File: src/rtl/operand_loader.sv
// Operand loader: synchronizes raw switch/button inputs and captures two operands
// on successive button presses for the downstream bitwise logic unit.
module operand_loader #(
    parameter int unsigned WIDTH = 4,
    parameter int unsigned CNT_W = 8
) (
    input  logic             clk,
    input  logic             rst,
    input  logic [WIDTH-1:0] sw,
    input  logic             load,
    input  logic             clear,
    output logic [WIDTH-1:0] a,
    output logic [WIDTH-1:0] b,
    output logic             operands_valid,
    output logic             waiting_a,
    output logic             waiting_b,
    output logic [CNT_W-1:0] pair_count
);

    typedef enum logic [1:0] {
        LOAD_A = 2'd0,
        LOAD_B = 2'd1,
        READY  = 2'd2
    } state_t;

    state_t           r_state;
    logic [WIDTH-1:0] r_sw_s1;
    logic [WIDTH-1:0] r_sw_s2;
    logic             r_load_s1;
    logic             r_load_s2;
    logic             r_load_prev;
    logic             w_load_edge;

    // Load flops reset high so a button held through reset release never captures.
    always_ff @(posedge clk) begin
        if (rst) begin
            r_sw_s1     <= '0;
            r_sw_s2     <= '0;
            r_load_s1   <= 1'b1;
            r_load_s2   <= 1'b1;
            r_load_prev <= 1'b1;
        end else begin
            r_sw_s1     <= sw;
            r_sw_s2     <= r_sw_s1;
            r_load_s1   <= load;
            r_load_s2   <= r_load_s1;
            r_load_prev <= r_load_s2;
        end
    end

    assign w_load_edge = r_load_s2 & ~r_load_prev;

    // Load FSM; clear outranks a coincident load edge and spares pair_count.
    always_ff @(posedge clk) begin
        if (rst) begin
            r_state        <= LOAD_A;
            a              <= '0;
            b              <= '0;
            operands_valid <= 1'b0;
            pair_count     <= '0;
        end else if (clear) begin
            r_state        <= LOAD_A;
            a              <= '0;
            b              <= '0;
            operands_valid <= 1'b0;
        end else if (w_load_edge) begin
            case (r_state)
                LOAD_A: begin
                    a       <= r_sw_s2;
                    r_state <= LOAD_B;
                end
                LOAD_B: begin
                    b              <= r_sw_s2;
                    operands_valid <= 1'b1;
                    pair_count     <= pair_count + CNT_W'(1);
                    r_state        <= READY;
                end
                READY: begin
                    a              <= r_sw_s2;
                    operands_valid <= 1'b0;
                    r_state        <= LOAD_B;
                end
                default: begin
                    r_state <= LOAD_A;
                end
            endcase
        end
    end

    assign waiting_a = (r_state == LOAD_A);
    assign waiting_b = (r_state == LOAD_B);

endmodule

File: config.mk
export PLATFORM = sky130hd
export DESIGN_NAME = operand_loader
export DESIGN_NICKNAME = d
export VERILOG_FILES = /design/src/rtl/operand_loader.sv
export SDC_FILE = /design/constraint.sdc
export NUM_CORES = 1
export LEC_CHECK = 0
export ABC_AREA = 0
export CORE_MARGIN = 3
export CORE_UTILIZATION = 48
export DETAILED_ROUTE_END_ITERATION = 7
export HOLD_SLACK_MARGIN = 0.1
export PLACE_DENSITY_LB_ADDON = 0.2
export SYNTH_ARGS = -nofsm -noshare
export SYNTH_HDL_FRONTEND = slang
export SYNTH_SLANG_ARGS = --single-unit
File: constraint.sdc
create_clock -name clk -period 2 [get_ports clk]
set_input_delay 0.4 -clock clk [delete_from_list [all_inputs] [get_ports clk]]
set_output_delay 0.4 -clock clk [all_outputs]
set_load 0.005 [all_outputs]
==> impl_metrics.yaml, run 1 <==
status:
  status: "completed"
sta:
  post-route-period-util: 0.952
  worst_pin_slew_ns: 0.279
  slew_headroom: 0.812
  skew_ns: 0.00900
  hold_viol: 0
  grt_setup_unrepaired: "no"
  finalSetupTns_ns: 0
  finalMaxSlewViolations: 0
  fmax_mhz: 525
  setup_viol: 0
  min_period_ns: 1.90
  worst_slack_ns: 0.0958
clock_tree:
  clock_latency_ns: 0.33
  clock_path_buffers: 2
  numCtsBuffers: 5
  cts_tree: "yes"
  cts_setup_buffers: 0
  htree_levels: 2
  cts_sinks: 30
  path_clk_slew_ns: 0.10
  clock-root-buffer: "clkbuf_4"
global_route:
  grt_antenna_before_repair: 0
  grt_pass1_vias: 885
  grt_pass1_wl_um: 3710
  grt_max_degree: 24
  grt.overflow.total: 0
  track_usage: 0.155
route:
  drt-vias-per-instance: 5.10
  remaining_drc_errors: 0
  dr.first_iter.drc_count: 18
  wl_per_cell_um: 12.4
  vias: 944
  wl_um: 2290
  dr.pass1.iters: 4
  ant_nets: 0
layout:
  seqCellArea_um2: 602
  multi_input_area_um2: 568
  antennaDiodeCount: 0
  fin_nets: 169
  final_util: 0.694
  drive_gt1_frac: 0.159
  synthToLayoutAreaGrowth_pct: 33.1
  nFillCells: 170
floorplan:
  die_x_um: 55.7
  io_pins: 27
  rows: 17
  die_h_um: 55.7
  start_util: 0.522
  fp.coreArea_um2: 2280
  die_area_um2: 3110
synth:
  syn_inst: 124
  synthArstFlopShare: 0
  syn-cell-area_um2: 1190
  synth_edf_count: 0
  yosysMostFrequentCell: "dfxtp_1"
  yosysUniqueCellTypes: 24
  synth_top_area_share: 0.506
  synth_seq_cells: 30
  syn_avg_cell_area_um2: 9.58
  synthFlopType: "dfxtp_1"
  synthTopCellsByCount: "dfxtp_1, a21oi_1, nor2b_1"
  ys_top_cells_by_area: "dfxtp_1, nor2b_1, a21oi_1, ha_1, nand3_1"
  ys_warn_count: 0
  synth_area_leader_cell: "dfxtp_1"
  seq_area_frac_synth: 0.506
  syn_nets: 137
worst_setup_path:
  startpoint_type: "register"
  arrival_ns: 1.50
  crit_chain: "inv_1 -> ha_4 -> clkdlybuf4s50_1"
  worstPathRequired_ns: 1.60
  crit_slowest_cell: "clkdlybuf4s50_1"
  slowest_delay_ns: 0.52
  worstSetupEndpointType: "output port"
  crit_type: "reg -> out"
  cp_max_fo: 8
place:
  port_buffers: 26
  detailed_place_hpwl_um: 1620
  place.gp.congestion: 0.778
  dp_slack_ns: 0.0408
min_path:
  min_path_type: "reg -> reg"
power_and_ir_drop:
  ir_worst_vdd_mv: 0.719
  p_leak_uw: 0.000553
  powerDensity_nw_per_um2: 713
  fin_total_pwr_uw: 1130
run:
  maxCapViolCount: 0
cell type report:
class,instances,share of cell area
Sequential cell,30,0.381
Multi-Input combinational cell,86,0.359
Timing Repair Buffer,29,0.179
Clock inverter,3,0.0253
Clock buffer,5,0.0238
Tap cell,28,0.0222
Inverter,4,0.00950
report_power, final:
group          switching, uW  internal, uW
Clock                    208           259
Sequential              5.48           607
Combinational           20.9          26.6
critical path: cells and delay by family, from the launching register on:
| kind | cells | cell delay, ns |
|---|---|---|
| DFF | 1 | 0.35 |
| buffers and inverters | 2 | 0.63 |
| adders and majority gates | 1 | 0.20 |
logic make-up (layout without fill, tap and decap cells):
group	count (synthesis)	in the layout	share of synthesized area
simple gates	55	55	0.278
buf+inv	8	41	0.0263
flops	30	30	0.506
compound gates	21	21	0.0917
mux	4	4	0.0379
fa+ha+maj	5	5	0.0527
xor+xnor	1	1	0.00738
registers in the layout, summed over array words and instances, names as in the netlist:
name            flops
a                   4
b                   4
operands_valid      1
pair_count          8
r_load_prev         1
r_load_s1           1
r_load_s2           1
r_state             2
r_sw_s1             4
r_sw_s2             4
path summary, 6_finish.rpt:
check                           depth (start not counted)  slack, ns        from       endpoint
worst max-delay path                                    3        0.1  r_state[1]      waiting_b
worst min register to register                          1       0.42   r_load_s1      r_load_s2
worst max register to register                          5       0.33  r_state[1]  pair_count[4]
worst min-delay path                                    1       0.42   r_load_s1      r_load_s2
placed cells by master, fill, tap and decap left out, types with 5 or more instances in the layout:
master,synthesis,layout
a21oi_1,14,14
clkbuf_4,0,5
clkdlybuf4s50_1,0,26
dfxtp_1,30,29
nand2_1,10,10
nand3_1,10,10
nor2_1,7,7
nor2b_1,12,12
o21ai_0,6,6
or2_2,5,5
metal layers:
layer / global-route usage / vias up / share of wire
li1: - / 485 / -
met1: 0.178 / 431 / 0.44
met2: 0.248 / 22 / 0.48
met3: 0.0626 / 6 / 0.057
met4: 0.0729 / 0 / 0.020
met5: 0 / - / 0
metrics by stage:
stage	area, um2	instances	hold slack, ns
5_1_grt	1580	185	0.451
2_1_floorplan	1190	124	0.389
3_3_place_gp	1490	177	0.403
4_1_cts	1570	185	0.420
6_report	1580	185	0.419
3_5_place_dp	1490	177	0.394
repair_timing:
item	4_1_cts	5_1_grt
hold buffers	0	0
cloned	0	0
setup endpoints to repair	1	1
resized for setup	1	2
No activity file was read; power rests on OpenSTA's default activity.
==> run 2, diff against run 1 <==
--- a/config.mk
+++ b/config.mk
@@ -10,7 +10,7 @@
 export CORE_UTILIZATION = 48
 export DETAILED_ROUTE_END_ITERATION = 7
 export HOLD_SLACK_MARGIN = 0.1
-export PLACE_DENSITY_LB_ADDON = 0.2
+export PLACE_DENSITY_LB_ADDON = 0.25
 export SYNTH_ARGS = -nofsm -noshare
 export SYNTH_HDL_FRONTEND = slang
 export SYNTH_SLANG_ARGS = --single-unit
==> impl_metrics.yaml, run 2 (same netlist as run 1, synthesis figures left out) <==
route:
  remaining_drc_errors: 0
  wl_per_cell_um: 12.9
  drt-vias-per-instance: 5.18
  wl_um: 2400
  dr.pass1.iters: 4
  vias: 964
  dr.first_iter.drc_count: 10
  ant_nets: 0
status:
  status: "completed"
layout:
  synthToLayoutAreaGrowth_pct: 35.6
  final_cell_mix: "dfxtp_1, clkdlybuf4s50_1, a21oi_1"
  regMostFlops: "pair_count"
  antennaDiodeCount: 0
  fin_nets: 170
  nFillCells: 178
  drive_gt1_frac: 0.158
  layout_commonest_cell: "dfxtp_1"
  final_area_um2: 1610
  largest_reg_flops: 8
floorplan:
  rows: 17
  fp.coreArea_um2: 2280
  die_h_um: 55.7
  io_pins: 27
  start_util: 0.522
  die_area_um2: 3110
  die_x_um: 55.7
place:
  detailed_place_hpwl_um: 1690
  placed_area_um2: 1500
  port_buffers: 26
  place.gp.congestion: 0.767
power_and_ir_drop:
  p_leak_uw: 0.000569
  fin_total_pwr_uw: 1300
  ir_worst_vdd_mv: 0.625
  powerDensity_nw_per_um2: 805
clock_tree:
  cts_tree: "yes"
  cts_sinks: 30
  clock_latency_ns: 0.33
  htree_levels: 2
  path_clk_slew_ns: 0.09
  clock_path_buffers: 2
  clock-root-buffer: "clkbuf_4"
  cts_setup_buffers: 0
  numCtsBuffers: 5
worst_setup_path:
  crit_slowest_cell: "clkdlybuf4s50_1"
  worstSetupEndpointType: "output port"
  slowest_delay_ns: 0.53
  crit_type: "reg -> out"
  worstPathRequired_ns: 1.60
  arrival_ns: 1.55
  cp_max_fo: 8
  startpoint_type: "register"
  crit_chain: "ha_2 -> clkdlybuf4s50_1"
global_route:
  grt.overflow.total: 0
  grt_pass1_wl_um: 4160
  track_usage: 0.171
  grt_pass1_vias: 952
  grt_antenna_before_repair: 0
  grt_max_degree: 14
sta:
  post-route-period-util: 0.976
  finalMaxSlewViolations: 0
  grt_setup_unrepaired: "yes"
  setup_viol: 0
  skew_ns: 0.0153
  hold_viol: 0
  fmax_mhz: 512
  worst_pin_slew_ns: 0.294
  min_period_ns: 1.95
  slew_headroom: 0.804
  finalSetupTns_ns: 0
  hold_ws_ns: 0.423
run:
  maxCapViolCount: 0
min_path:
  min_path_type: "reg -> reg"
run 2: area by class of cell:
cell class                 instances  area [um2]  area share
clock inverter                     2        60.1      0.0373
multi-input combinational         86         558       0.347
sequential                        30         601       0.373
tap                               28        35.0      0.0218
inverter                           4        15.0     0.00932
timing repair buffer              30         290       0.180
clock buffer                       6        51.3      0.0319
run 2: through the flow:
step	worst slack (ns)	util	std cells
finish	0.0472	0.708	186
global route	-0.0205	0.708	186
CTS	0.0288	0.708	186
detailed placement	0.0732	0.658	178
global placement	0.0994	0.658	178
floorplan	0.401	-	124
run 2: worst paths after layout:
kind                                 endpoint  cells after the start  slack [ns]       start
worst max-delay path                waiting_b                      2        0.05  r_state[0]
worst min-delay path                r_load_s2                      1        0.42   r_load_s1
worst max register to register  pair_count[4]                      4        0.29  r_state[0]
worst min register to register      r_load_s2                      1        0.42   r_load_s1
run 2: critical path: cells and delay by family (launching register included):
kind | cells | cell delay [ns]
buffers and inverters | 1 | 0.53
adder cells (fa/ha/maj) | 1 | 0.30
flip-flops | 1 | 0.40
run 2: metal layers:
metal  vias up  GRT usage  wire [um]
met2        20      0.296       1200
li1        490          -          -
met1       450      0.187       1050
met4         0     0.0938         40
met3         4     0.0464        106
met5         -          0          0
run 2: repair_timing:
item,4_1_cts,5_1_grt
hold endpoints to repair,0,0
endpoints found under the setup margin,1,1
pin swaps,0,0
hold buffers,0,0
resized for setup,1,0
run 2: power breakdown:
part / internal [uW] / total, uW / switching (uW)
clock network: 424 / 634 / 211
logic: 27.7 / 48.9 / 21.2
registers: 607 / 613 / 5.21
